### src/rtl/uart_rx_decoder.sv
// uart_rx_decoder
//   8N1 UART receiver feeding a small FIFO that is read through a valid/ready
//   stream. Framing errors and FIFO overflows are reported as 1-cycle pulses.
//
// Ports
//   io_clock         in   system clock, rising edge
//   io_reset         in   asynchronous active-low reset
//   io_rxd           in   serial line, idle high, asynchronous to io_clock
//   io_data_valid    out  FIFO head holds a byte
//   io_data_ready    in   consumer takes the head when valid & ready
//   io_data_payload  out  FIFO head byte, bit 0 = first data bit on the line
//   io_frameError    out  pulse: stop bit sampled low, byte discarded
//   io_overflow      out  pulse: good byte dropped, FIFO full
//   io_busy          out  receiver FSM is not idle
//   io_level         out  FIFO occupancy, 0..FIFO_DEPTH
//
// state   | meaning
// --------+--------------------------------------------------------------
// S_IDLE  | line idle, waiting for a 1->0 transition
// S_START | waiting half a bit, then confirming the start bit is still low
// S_DATA  | sampling 8 data bits at bit centres, LSB first
// S_STOP  | sampling the stop bit; high pushes the byte, low is a framing error
// S_BREAK | line held low after a framing error, waiting for it to go high
module uart_rx_decoder #(
  parameter int unsigned CLK_FREQ   = 100_000_000,
  parameter int unsigned BAUD       = 115200,
  parameter int unsigned FIFO_DEPTH = 4,
  localparam int unsigned LVL_W     = $clog2(FIFO_DEPTH + 1)
) (
  input  logic             io_clock,
  input  logic             io_reset,
  input  logic             io_rxd,
  output logic             io_data_valid,
  input  logic             io_data_ready,
  output logic [7:0]       io_data_payload,
  output logic             io_frameError,
  output logic             io_overflow,
  output logic             io_busy,
  output logic [LVL_W-1:0] io_level
);

  localparam int unsigned DIV   = CLK_FREQ / BAUD;
  localparam int unsigned CNT_W = $clog2(DIV + 1);
  localparam int unsigned PTR_W = $clog2(FIFO_DEPTH);
  localparam logic [CNT_W-1:0] LOAD_BIT  = CNT_W'(DIV - 1);
  localparam logic [CNT_W-1:0] LOAD_HALF = CNT_W'(DIV / 2 - 1);
  localparam logic [LVL_W-1:0] LVL_FULL  = LVL_W'(FIFO_DEPTH);

  typedef enum logic [2:0] {S_IDLE, S_START, S_DATA, S_STOP, S_BREAK} state_e;

  // line synchronizer; rxd_prev_q gives the previous synchronized sample
  logic rxd_meta_q, rxd_sync_q, rxd_prev_q;
  logic start_edge;

  always_ff @(posedge io_clock or negedge io_reset) begin
    if (!io_reset) begin
      rxd_meta_q <= 1'b1;
      rxd_sync_q <= 1'b1;
      rxd_prev_q <= 1'b1;
    end else begin
      rxd_meta_q <= io_rxd;
      rxd_sync_q <= rxd_meta_q;
      rxd_prev_q <= rxd_sync_q;
    end
  end

  assign start_edge = rxd_prev_q & ~rxd_sync_q;

  state_e           state_q, state_d;
  logic [CNT_W-1:0] cnt_q, cnt_d;
  logic [2:0]       bit_idx_q, bit_idx_d;
  logic [7:0]       shift_q, shift_d;
  logic             push_q, push_d;
  logic             frame_err_q, frame_err_d;
  logic             cnt_zero;

  assign cnt_zero = (cnt_q == '0);

  always_ff @(posedge io_clock or negedge io_reset) begin
    if (!io_reset) begin
      state_q     <= S_IDLE;
      cnt_q       <= '0;
      bit_idx_q   <= '0;
      shift_q     <= '0;
      push_q      <= 1'b0;
      frame_err_q <= 1'b0;
    end else begin
      state_q     <= state_d;
      cnt_q       <= cnt_d;
      bit_idx_q   <= bit_idx_d;
      shift_q     <= shift_d;
      push_q      <= push_d;
      frame_err_q <= frame_err_d;
    end
  end

  always_comb begin
    state_d     = state_q;
    cnt_d       = cnt_q;
    bit_idx_d   = bit_idx_q;
    shift_d     = shift_q;
    push_d      = 1'b0;
    frame_err_d = 1'b0;
    case (state_q)
      S_IDLE: begin
        if (start_edge) begin
          cnt_d   = LOAD_HALF;
          state_d = S_START;
        end
      end
      S_START: begin
        if (!cnt_zero) begin
          cnt_d = cnt_q - 1'b1;
        end else if (!rxd_sync_q) begin
          cnt_d     = LOAD_BIT;
          bit_idx_d = '0;
          state_d   = S_DATA;
        end else begin
          // start bit vanished before its centre: treat as a glitch
          cnt_d   = '0;
          state_d = S_IDLE;
        end
      end
      S_DATA: begin
        if (!cnt_zero) begin
          cnt_d = cnt_q - 1'b1;
        end else begin
          shift_d   = {rxd_sync_q, shift_q[7:1]};
          cnt_d     = LOAD_BIT;
          bit_idx_d = bit_idx_q + 3'd1;
          if (bit_idx_q == 3'd7) state_d = S_STOP;
        end
      end
      S_STOP: begin
        if (!cnt_zero) begin
          cnt_d = cnt_q - 1'b1;
        end else begin
          cnt_d = '0;
          if (rxd_sync_q) begin
            push_d  = 1'b1;
            state_d = S_IDLE;
          end else begin
            frame_err_d = 1'b1;
            state_d     = S_BREAK;
          end
        end
      end
      S_BREAK: begin
        if (rxd_sync_q) state_d = S_IDLE;
      end
      default: state_d = S_IDLE;
    endcase
  end

  // receive FIFO; payload_q mirrors the head entry so the output is a flop
  logic [7:0]       mem_q [FIFO_DEPTH];
  logic [7:0]       mem_d [FIFO_DEPTH];
  logic [PTR_W-1:0] wr_ptr_q, wr_ptr_d, rd_ptr_q, rd_ptr_d;
  logic [LVL_W-1:0] count_q, count_d;
  logic [7:0]       payload_q, payload_d;
  logic             ovf_q, ovf_d;
  logic             pop, push_ok;

  always_comb begin
    pop      = (count_q != '0) & io_data_ready;
    // a pop in the same cycle frees the slot, so a full FIFO still accepts
    push_ok  = push_q & ((count_q != LVL_FULL) | pop);
    ovf_d    = push_q & ~push_ok;
    mem_d    = mem_q;
    wr_ptr_d = wr_ptr_q;
    rd_ptr_d = rd_ptr_q;
    count_d  = count_q;
    if (push_ok) begin
      mem_d[wr_ptr_q] = shift_q;
      wr_ptr_d        = wr_ptr_q + PTR_W'(1);
    end
    if (pop) rd_ptr_d = rd_ptr_q + PTR_W'(1);
    if (push_ok && !pop)      count_d = count_q + LVL_W'(1);
    else if (!push_ok && pop) count_d = count_q - LVL_W'(1);
    payload_d = (count_d != '0) ? mem_d[rd_ptr_d] : payload_q;
  end

  always_ff @(posedge io_clock or negedge io_reset) begin
    if (!io_reset) begin
      for (int i = 0; i < FIFO_DEPTH; i++) mem_q[i] <= '0;
      wr_ptr_q  <= '0;
      rd_ptr_q  <= '0;
      count_q   <= '0;
      payload_q <= '0;
      ovf_q     <= 1'b0;
    end else begin
      mem_q     <= mem_d;
      wr_ptr_q  <= wr_ptr_d;
      rd_ptr_q  <= rd_ptr_d;
      count_q   <= count_d;
      payload_q <= payload_d;
      ovf_q     <= ovf_d;
    end
  end

  assign io_data_valid   = (count_q != '0);
  assign io_data_payload = payload_q;
  assign io_level        = count_q;
  assign io_frameError   = frame_err_q;
  assign io_overflow     = ovf_q;
  assign io_busy         = (state_q != S_IDLE);

endmodule
### config.mk
export PLATFORM = sky130hd
export DESIGN_NAME = uart_rx_decoder
export DESIGN_NICKNAME = d
export VERILOG_FILES = /design/src/rtl/uart_rx_decoder.sv
export SDC_FILE = /design/constraint.sdc
export NUM_CORES = 1
export LEC_CHECK = 0
export ABC_AREA = 1
export CAP_MARGIN = 20
export CORE_MARGIN = 8
export CORE_UTILIZATION = 48
export CTS_CLUSTER_DIAMETER = 30
export DETAILED_ROUTE_END_ITERATION = 10
export GPL_TIMING_DRIVEN = 0
export HOLD_SLACK_MARGIN = 0.12
export PLACE_DENSITY = 0.66
export SLEW_MARGIN = 5
export SYNTH_ARGS = -nofsm -noshare
export SYNTH_HDL_FRONTEND = slang
export SYNTH_SLANG_ARGS = --single-unit
### constraint.sdc
create_clock -name io_clock -period 3.2 [get_ports io_clock]
set_input_delay 0.64 -clock io_clock [delete_from_list [all_inputs] [get_ports io_clock]]
set_output_delay 0.64 -clock io_clock [all_outputs]
set_load 0.02 [all_outputs]
==> results of run 1 <==
## Yosys cell counts, drive strengths merged, types with 3 or more instances
cell type,instances
ha,10
nand4,4
dfrtp,74
nand2,310
nand3,67
xor2,7
nor3,3
o21ai,13
nor2,20
clkbuf,8
inv,33
a21oi,8
buf,9
dfstp,3
## power groups by stage
stage | clock, W | sequential (W) | combinational [W]
final | 0.000711 | 0.00119 | 0.00115
after global routing | 0.000767 | 0.00121 | 0.00129
after CTS | 0.000730 | 0.00119 | 0.00116
after detailed placement | 0 | 0.00121 | 0.00116
after global placement | 0 | 0.00120 | 0.00113
after floorplan | 0 | 0.00121 | 0.000831
## metal layers
layer	vias up	part of all wire [%]	global-route usage, %
li1	1861	-	-
met1	1707	47	24.51
met2	119	45	27.91
met3	11	6.6	3.810
met4	0	0.88	4.918
met5	-	0	0
## per-stage QoR
| step | utilization (%) | power (W) | TNS, ps | setup WS (ps) |
|---|---|---|---|---|
| final | 54.82 | 0.003053 | 0 | 695.6 |
| after global routing | 54.82 | 0.003267 | 0 | 607.9 |
| after CTS | 54.82 | 0.003075 | 0 | 666.8 |
| after detailed placement | 52.67 | 0.002360 | 0 | 667.4 |
| after global placement | 52.46 | 0.002333 | -97280 | -1303 |
| after floorplan | - | 0.002040 | 0 | 1336 |
## logic make-up after synthesis
group / after synthesis / share of synthesized area (%)
flops: 77 / 45.80
simple gates: 407 / 40.90
buf+inv: 52 / 5.343
compound gates: 22 / 2.939
xor+xnor: 9 / 2.048
fa+ha+maj: 10 / 2.968
## worst paths after layout
kind                                 endpoint  slack (ps)  cells past startpoint
max                             io_data_valid         700                      4
min                                  cnt_q[3]         240                      1
max reg2reg                io_data_payload[3]        1140                     14
min reg2reg                        rxd_sync_q         360                      0
max in group asynchronous          rxd_meta_q        2320                      2
min in group io_clock              rxd_sync_q         360                      0
## cell usage in the layout (no fill, tap or decap), types with 5 or more instances in the layout
| cell | netlist | final |
|---|---|---|
| nand2_1 | 303 | 303 |
| inv_1 | 30 | 30 |
| ha_1 | 10 | 10 |
| nor2_1 | 19 | 19 |
| buf_2 | 5 | 5 |
| clkdlybuf4s50_1 | 0 | 17 |
| clkbuf_1 | 8 | 8 |
| o21ai_0 | 12 | 12 |
| dfrtp_1 | 74 | 74 |
| nand3_1 | 63 | 63 |
| xor2_1 | 6 | 6 |
| a21oi_1 | 7 | 7 |
| clkbuf_8 | 0 | 9 |
## area by class of cell
class	instances	area (sq um)	area share, %
tap	108	135.1	2.854
sequential	77	1931	40.78
multi-input combinational	448	2059	43.50
buffer	17	88.84	1.876
timing repair buffer	19	197.7	4.175
inverter	35	136.4	2.881
clock buffer	9	123.9	2.616
clock inverter	7	62.56	1.321
## worst max-delay path, delay by kind of cell (launching register included)
family / cells / cell delay (ps)
DFF: 1 / 400
and+or+nand+nor: 1 / 130
adders and majority gates: 1 / 270
buffers and inverters: 2 / 710
## registers in the layout, summed over array words and instances, names as in the netlist, 2 cells and up
register,count
io_level,3
mem_q,32
cnt_q,10
shift_q,8
wr_ptr_q,2
state_q,3
bit_idx_q,3
io_data_payload,8
rd_ptr_q,2
==> qor.csv, run 1 <==
stage;metric;value;unit
power_and_ir_drop;Leak;2.616;nW
critical_path;Req. time, crit path;2560;ps
grt;vias in the first global route;3595;
timing;crit share post-route;78.26;%
clock_tree;deepest clock path buffer count;2;
critical_path;Worst setup SP type;flop;
routing;final wirelength;10050;um
power_and_ir_drop;Peak VDD IR;488.7;uV
routing;via count;3698;
clock_tree;H-tree Lvls;3;
placed_design;port bufs;18;
routing;DRC;0;
status;status;finished, final reports clean;
critical_path;slowest cell delay on critical path;610;ps
routing;Wirelength per Cell;13.95;um
placed_design;placed cells;704;
timing;Final Hold Fails;0;
grt;initial antenna violation count;0;
critical_path;critical path type;reg -> out;
grt;GRT Residual Overflow;0;
logic_synthesis;Net Count, Synth;591;
routing;initial DRC count;235;
power_and_ir_drop;internal power;0.001756;W
placed_design;DP HPWL;7284;um
logic_synthesis;distinct cell type count after synthesis;31;
clock_tree;latest clock arrival within the worst-skew pair;350;ps
routing;post-route ant nets;0;
die;Die Wd;109.7;um
die;Cell Rows;34;
timing;Setup Skew;11.65;ps
final_layout;fill cell count;843;
clock_tree;post-CTS setup buffer count;0;
clock_tree;Root Driver;clkbuf_8;
timing;max-slew violations;0;
clock_tree;CTS tree;yes;
final_layout;Ant. Diodes;0;
grt;largest net degree at the start of global routing;43;
die;Initial Util;48.81;%
logic_synthesis;sequential-to-total area share from yosys stat;45.80;%
logic_synthesis;ys flop type;dfrtp_1;
power_and_ir_drop;Pwr Density;644.9;nW/um^2
power_and_ir_drop;switching part of the total;42.48;%
placed_design;dpl cell area;4548;sq um
power_and_ir_drop;Sw Pwr;0.001297;W
logic_synthesis;Post-synth EDFFs;0;
logic_synthesis;Post-Synthesis Cells;577;
grt;first-pass GRT wire length;17130;um
final_layout;area delta synth->final;12.32;%
timing;Max-slew headroom;62.39;%
critical_path;Crit. End Element;output pin;
job;max_cap viols;0;
logic_synthesis;synthesized area per cell;7.306;sq um
die;die area;12040;sq um
placed_design;GPL Wtd Cong;0.8647;
routing;DR pass1 iterations;5;
routing;drt via density;5.136;
logic_synthesis;biggest area consumer among synthesized cells;dfrtp_1;
clock_tree;CTS Buf Count;9;
grt;gr usage total;17.86;%
timing;unrepaired setup endpoints after global routing;false;
critical_path;crit-path max FO;5;
power_and_ir_drop;clock power share;23.3;%
clock_tree;post-CTS sizing;0;
logic_synthesis;asr flop ratio synth;100.0;%
timing;FMAX;0.3993;GHz
clock_tree;clock sinks;77;
clock_tree;CTS clk-pin slew, worst paths;90;ps
critical_path;crit-path cells;inv_1 -> ha_1 -> nand2_4 -> clkdlybuf4s50_1;
die;Core Box Area;8636;sq um
critical_path;crit path DAT;1860;ps
final_layout;layout cells sized above 1;8.170;%
power_and_ir_drop;power share of the combinational group;37.7;%
timing;final hold slack;238.7;ps
logic_synthesis;mapped cell area;4215;sq um
timing;final setup vio count;0;
logic_synthesis;synth warn;0;
clock_tree;hold_buf cts;0;
die;I/O Pins;19;
logic_synthesis;synth top area cells;dfrtp_1, nand2_1, nand3_1, ha_1, inv_1;
timing;Slew @ Worst Pin;564.2;ps
final_layout;fin area;4735;sq um
logic_synthesis;#FFs+latches synth;77;
min_path;Hold Crit Class;in -> async;
critical_path;Reg2Reg Launch Point;wr_ptr_q[0];
critical_path;CP max-delay cell;clkdlybuf4s50_1;
logic_synthesis;Yosys top cell area share;43.93;%
critical_path;CP Launch Point;io_level[0];
power_and_ir_drop;sequential share of power;39.0;%
timing;Final min period;2504;ps
final_layout;Post-Layout Cell Count;720;
die;Die H;109.7;um
final_layout;Nets;621;
Power figures use the tool's default switching activity.
==> run 2: changes to the inputs <==
PLACE_DENSITY = 0.68   (was 0.66)
clock period = 2.25 ns   (was 3.2 ns; I/O delays follow)
==> qor.csv, run 2 (synthesized netlist as in run 1, its figures left out) <==
stage;metric;value;unit
routing;Wirelength per Cell;13.75;um
timing;crit share post-route;90.78;%
timing;Final min period;2042;ps
power_and_ir_drop;Peak VDD IR;612.6;uV
grt;initial antenna violation count;0;
final_layout;Sequential cell area;1931;sq um
placed_design;post-place setup slack;-76.42;ps
timing;max-slew violations;0;
grt;GRT Residual Overflow;0;
final_layout;most common cell after layout, fill and taps aside;nand2_1;
timing;Slew @ Worst Pin;552.3;ps
power_and_ir_drop;Power, Total;0.004355;W
timing;Final Hold Fails;0;
critical_path;Reg2Reg Launch Point;io_level[0];
critical_path;crit path to;io_data_payload[1];
placed_design;GPL Wtd Cong;0.8329;
placed_design;DP HPWL;7025;um
die;Die H;109.7;um
die;I/O Pins;19;
die;Die Wd;109.7;um
routing;initial DRC count;283;
timing;FMAX;0.4896;GHz
timing;unrepaired setup endpoints after global routing;false;
final_layout;area delta synth->final;12.59;%
placed_design;placed cells;704;
die;die area;12040;sq um
clock_tree;CTS Buf Count;9;
timing;final setup vio count;0;
critical_path;Req. time, crit path;2530;ps
critical_path;CP max-delay cell;dfrtp_1;
routing;post-route ant nets;0;
critical_path;slowest cell delay on critical path;410;ps
power_and_ir_drop;Pwr Density;917.6;nW/um^2
critical_path;Reg2Reg Depth;13;
final_layout;Ant. Diodes;0;
clock_tree;Root Driver;clkbuf_8;
critical_path;reg-to-reg slack, setup;210;ps
routing;DR pass1 iterations;5;
clock_tree;H-tree Lvls;3;
clock_tree;latest clock arrival within the worst-skew pair;350;ps
final_layout;area of the multi-input gates;2059;sq um
placed_design;port bufs;18;
final_layout;Nets;619;
final_layout;fill cell count;809;
critical_path;critical path type;reg -> reg;
final_layout;max FFs per register;32;
die;Cell Rows;34;
timing;Max-slew headroom;63.18;%
clock_tree;clock sinks;77;
power_and_ir_drop;Leak;2.617;nW
final_layout;largest registers;mem_q x32, cnt_q x10;
routing;DRC;0;
status;status;finished, final reports clean;
die;Initial Util;48.81;%
die;Core Box Area;8636;sq um
routing;drt via density;5.145;
critical_path;Worst setup SP type;flop;
job;max_cap viols;0;
clock_tree;CTS clk-pin slew, worst paths;70;ps
routing;via count;3694;
clock_tree;CTS tree;yes;
final_layout;most frequent cells in the layout;nand2_1, dfrtp_1, nand3_1;
critical_path;CP Launch Point;io_level[0];
critical_path;Most common cell on crit path;nand2_1;
critical_path;crit-path cells;inv_1 -> ha_1 -> nand3_4 -> nand2_2 -> buf_4 -> nand2_1 -> nand2_1 -> nand2_1 -> nand2_1 -> nand2_1 -> nand2_1 -> nand2_1 -> nand2_1;
grt;largest net degree at the start of global routing;67;
min_path;Hold Crit Class;reg -> reg;
timing;final setup margin;207.5;ps
critical_path;crit-path max FO;10;
clock_tree;deepest clock path buffer count;2;
critical_path;crit path DAT;2320;ps
timing;post-route setup TNS;0;ps
final_layout;Post-Layout Cell Count;718;
routing;final wirelength;9869;um
grt;gr usage total;17.76;%
critical_path;Reg2Reg Capture Point;io_data_payload[1];
final_layout;final core utilization;54.96;%
final_layout;layout cells sized above 1;7.869;%
final_layout;Reg with most FFs;mem_q;
grt;vias in the first global route;3484;
critical_path;Crit. End Element;flop;
grt;first-pass GRT wire length;16820;um
timing;Setup Skew;12.93;ps
clock_tree;post-CTS setup buffer count;0;
==> run 2: cell types whose count changed in the layout (fill, tap and decap cells not counted), sizes merged <==
cell | previous run | this run
bufinv | 0 | 1
clkdlybuf4s50 | 17 | 16
clkinv | 3 | 4
clkinvlp | 0 | 1
dlygate4sd2 | 0 | 1
dlygate4sd3 | 0 | 1
inv | 39 | 33
==> run 2: layer usage <==
metal	vias up	GRT usage (%)	wire (um)
met3	10	4.279	556
met4	0	5.786	150
met1	1725	25.09	4898
met5	-	0	0
li1	1865	-	-
met2	94	26.14	4264
==> run 2: where the power goes <==
| group | switching (W) | leakage, nW | internal (W) |
|---|---|---|---|
| clock | 0.000493 | 0.0964 | 0.000540 |
| sequential | 0.000138 | 1.02 | 0.00155 |
| combinational | 0.00112 | 1.50 | 0.000516 |
==> run 2: worst min path at each step <==
stage	cells after the start	slack, ps	to	start
2_1_floorplan	0	150	bit_idx_q[0]	io_reset
3_3_place_gp	0	350	rxd_sync_q	rxd_meta_q
3_5_place_dp	1	310	cnt_q[3]	io_reset
4_1_cts	0	360	rxd_sync_q	rxd_meta_q
5_1_grt	0	360	rxd_sync_q	rxd_meta_q
6_report	0	360	rxd_sync_q	rxd_meta_q
==> run 2: cell type report <==
class	count	area share [%]
buffer	14	1.635
clock buffer	12	3.058
clock inverter	4	1.002
inverter	35	2.874
multi-input combinational	448	43.40
sequential	77	40.68
tap	108	2.847
timing repair buffer	20	4.508
==> run 2: critical path: cells and delay by family (launching register included) <==
kind,cells,cell delay [ps]
adders and majority gates,1,270
DFF,1,410
buffers and inverters,2,340
and+or+nand+nor,10,960
==> run 2: through the flow <==
stage | hold WS (ps) | area, sq um
after detailed placement | 313.6 | 4556
final | 358.7 | 4746
after global routing | 361.5 | 4746
after floorplan | 154.4 | 4215
after global placement | 347.4 | 4531
after CTS | 360.2 | 4757
==> run 2: what timing repair did <==
item,4_1_cts,5_1_grt
setup endpoints to repair,1,8
gates cloned,0,0
endpoints found under the hold margin,11,0
gates resized for setup,1,0
hold buffers,1,0
==> run 3: changes to the inputs <==
--- a/constraint.sdc
+++ b/constraint.sdc
@@ -3,2 +3,2 @@
 set_output_delay 0.45 -clock io_clock [all_outputs]
-set_load 0.02 [all_outputs]
+set_load 0.01 [all_outputs]
==> qor.csv, run 3 (synthesized netlist as in run 1, its figures left out) <==
stage;metric;value;unit
min_path;Hold Crit Class;reg -> reg;
grt;gr usage total;17.76;%
power_and_ir_drop;Peak VDD IR;611.1;uV
power_and_ir_drop;internal power;0.002621;W
placed_design;DP HPWL;7025;um
critical_path;Crit. End Element;flop;
final_layout;most frequent cells in the layout;nand2_1, dfrtp_1, nand3_1;
timing;FMAX;0.4914;GHz
final_layout;area delta synth->final;12.85;%
die;die area;12040;sq um
routing;initial DRC count;255;
status;status;finished, final reports clean;
grt;GRT Residual Overflow;0;
routing;drt via density;5.110;
routing;DRC;0;
final_layout;area of the multi-input gates;2059;sq um
power_and_ir_drop;clock power share;23.8;%
placed_design;port bufs;18;
placed_design;placed cells;704;
timing;post-route setup TNS;0;ps
routing;final wirelength;9913;um
final_layout;Ant. Diodes;0;
critical_path;Req. time, crit path;2530;ps
die;Die Wd;109.7;um
timing;final setup vio count;0;
clock_tree;deepest clock path buffer count;2;
die;I/O Pins;19;
final_layout;Reg with most FFs;mem_q;
routing;post-route ant nets;0;
critical_path;crit path to;io_data_payload[1];
clock_tree;CTS clk-pin slew, worst paths;70;ps
clock_tree;H-tree Lvls;3;
critical_path;CP Launch Point;io_level[0];
critical_path;Reg2Reg Depth;13;
final_layout;Nets;620;
routing;DR pass1 iterations;5;
clock_tree;CTS Buf Count;9;
critical_path;reg-to-reg slack, setup;210;ps
die;Cell Rows;34;
final_layout;most common cell after layout, fill and taps aside;nand2_1;
power_and_ir_drop;power share of the combinational group;37.3;%
final_layout;layout cells sized above 1;8.020;%
die;Core Box Area;8636;sq um
power_and_ir_drop;switching part of the total;39.67;%
final_layout;Post-Layout Cell Count;719;
job;max_cap viols;0;
final_layout;fill cell count;810;
power_and_ir_drop;sequential share of power;38.9;%
grt;largest net degree at the start of global routing;67;
critical_path;crit-path max FO;10;
timing;Final Hold Fails;0;
critical_path;crit path DAT;2320;ps
timing;Slew @ Worst Pin;570.4;ps
final_layout;max FFs per register;32;
timing;unrepaired setup endpoints after global routing;false;
grt;vias in the first global route;3484;
die;Initial Util;48.81;%
timing;crit share post-route;90.45;%
critical_path;Reg2Reg Capture Point;io_data_payload[1];
routing;Wirelength per Cell;13.79;um
critical_path;Reg2Reg Launch Point;io_level[0];
power_and_ir_drop;Leak;2.625;nW
die;Die H;109.7;um
clock_tree;Root Driver;clkbuf_8;
power_and_ir_drop;Pwr Density;913.3;nW/um^2
final_layout;largest registers;mem_q x32, cnt_q x10;
grt;first-pass GRT wire length;16820;um
routing;via count;3674;
power_and_ir_drop;Sw Pwr;0.001723;W
critical_path;Worst setup SP type;flop;
final_layout;Sequential cell area;1931;sq um
timing;max-slew violations;0;
clock_tree;clock sinks;77;
critical_path;critical path type;reg -> reg;
timing;Setup Skew;12.97;ps
timing;Final min period;2035;ps
clock_tree;CTS tree;yes;
timing;Max-slew headroom;61.97;%
clock_tree;latest clock arrival within the worst-skew pair;350;ps
grt;initial antenna violation count;0;
placed_design;GPL Wtd Cong;0.8329;
## run 3: layout make-up
type	count	share of cell area, %
multi-input combinational	448	43.29
sequential	77	40.58
timing repair buffer	21	4.734
clock buffer	12	3.051
inverter	35	2.867
tap	108	2.841
buffer	14	1.631
clock inverter	4	0.9995
## run 3: critical path, cell delays in order, from the launching register on
cell and delay, ps:
dfrtp_1 410, inv_1 110, ha_1 270, nand3_4 170, nand2_2 210, buf_4 220
nand2_1 60, nand2_1 90, nand2_1 60, nand2_1 100, nand2_1 80, nand2_1 80
nand2_1 50, nand2_1 60
## run 3: worst min-delay path by stage
stage	end	slack, ps	cells past startpoint	from
after detailed placement	cnt_q[3]	310	1	io_reset
after floorplan	bit_idx_q[0]	150	0	io_reset
final	rxd_sync_q	360	0	rxd_meta_q
after global routing	rxd_sync_q	360	0	rxd_meta_q
after CTS	rxd_sync_q	360	0	rxd_meta_q
after global placement	rxd_sync_q	350	0	rxd_meta_q
## run 3: power groups by stage
| stage | Clock, W | Combinational [W] | Sequential (W) |
|---|---|---|---|
| floorplan | 0 | 0.00117 | 0.00170 |
| global placement | 0 | 0.00156 | 0.00171 |
| finish | 0.00104 | 0.00162 | 0.00169 |
| detailed placement | 0 | 0.00160 | 0.00171 |
| global route | 0.00112 | 0.00182 | 0.00171 |
| CTS | 0.00105 | 0.00161 | 0.00169 |
## run 3: stage by stage
| step | setup slack (ps) | hold slack, ps | instance area [sq um] | power, W | utilization, % |
|---|---|---|---|---|---|
| final | 214.9 | 358.7 | 4757 | 0.004345 | 55.09 |
| after CTS | 13.73 | 360.2 | 4758 | 0.004350 | 55.10 |
| after detailed placement | -76.42 | 313.6 | 4556 | 0.003315 | 52.75 |
| after global placement | -2078 | 347.4 | 4531 | 0.003275 | 52.46 |
| after global routing | 22.56 | 361.5 | 4757 | 0.004654 | 55.09 |
| after floorplan | 470.4 | 154.4 | 4215 | 0.002868 | - |
## run 3: metal layers
layer / vias to the layer above / wire (um) / track usage, %
met1: 1708 / 5036 / 25.09
met2: 90 / 4219 / 26.14
met4: 0 / 140 / 5.786
li1: 1866 / - / -
met5: - / 0 / 0
met3: 10 / 518 / 4.279
## run 3: what timing repair did
item / in CTS / in global routing
hold buffers: 1 / 0
endpoints found under the setup margin: 0 / 9
resized for setup: 0 / 1
buffers inserted: 0 / 1
endpoints found under the hold margin: 11 / 0
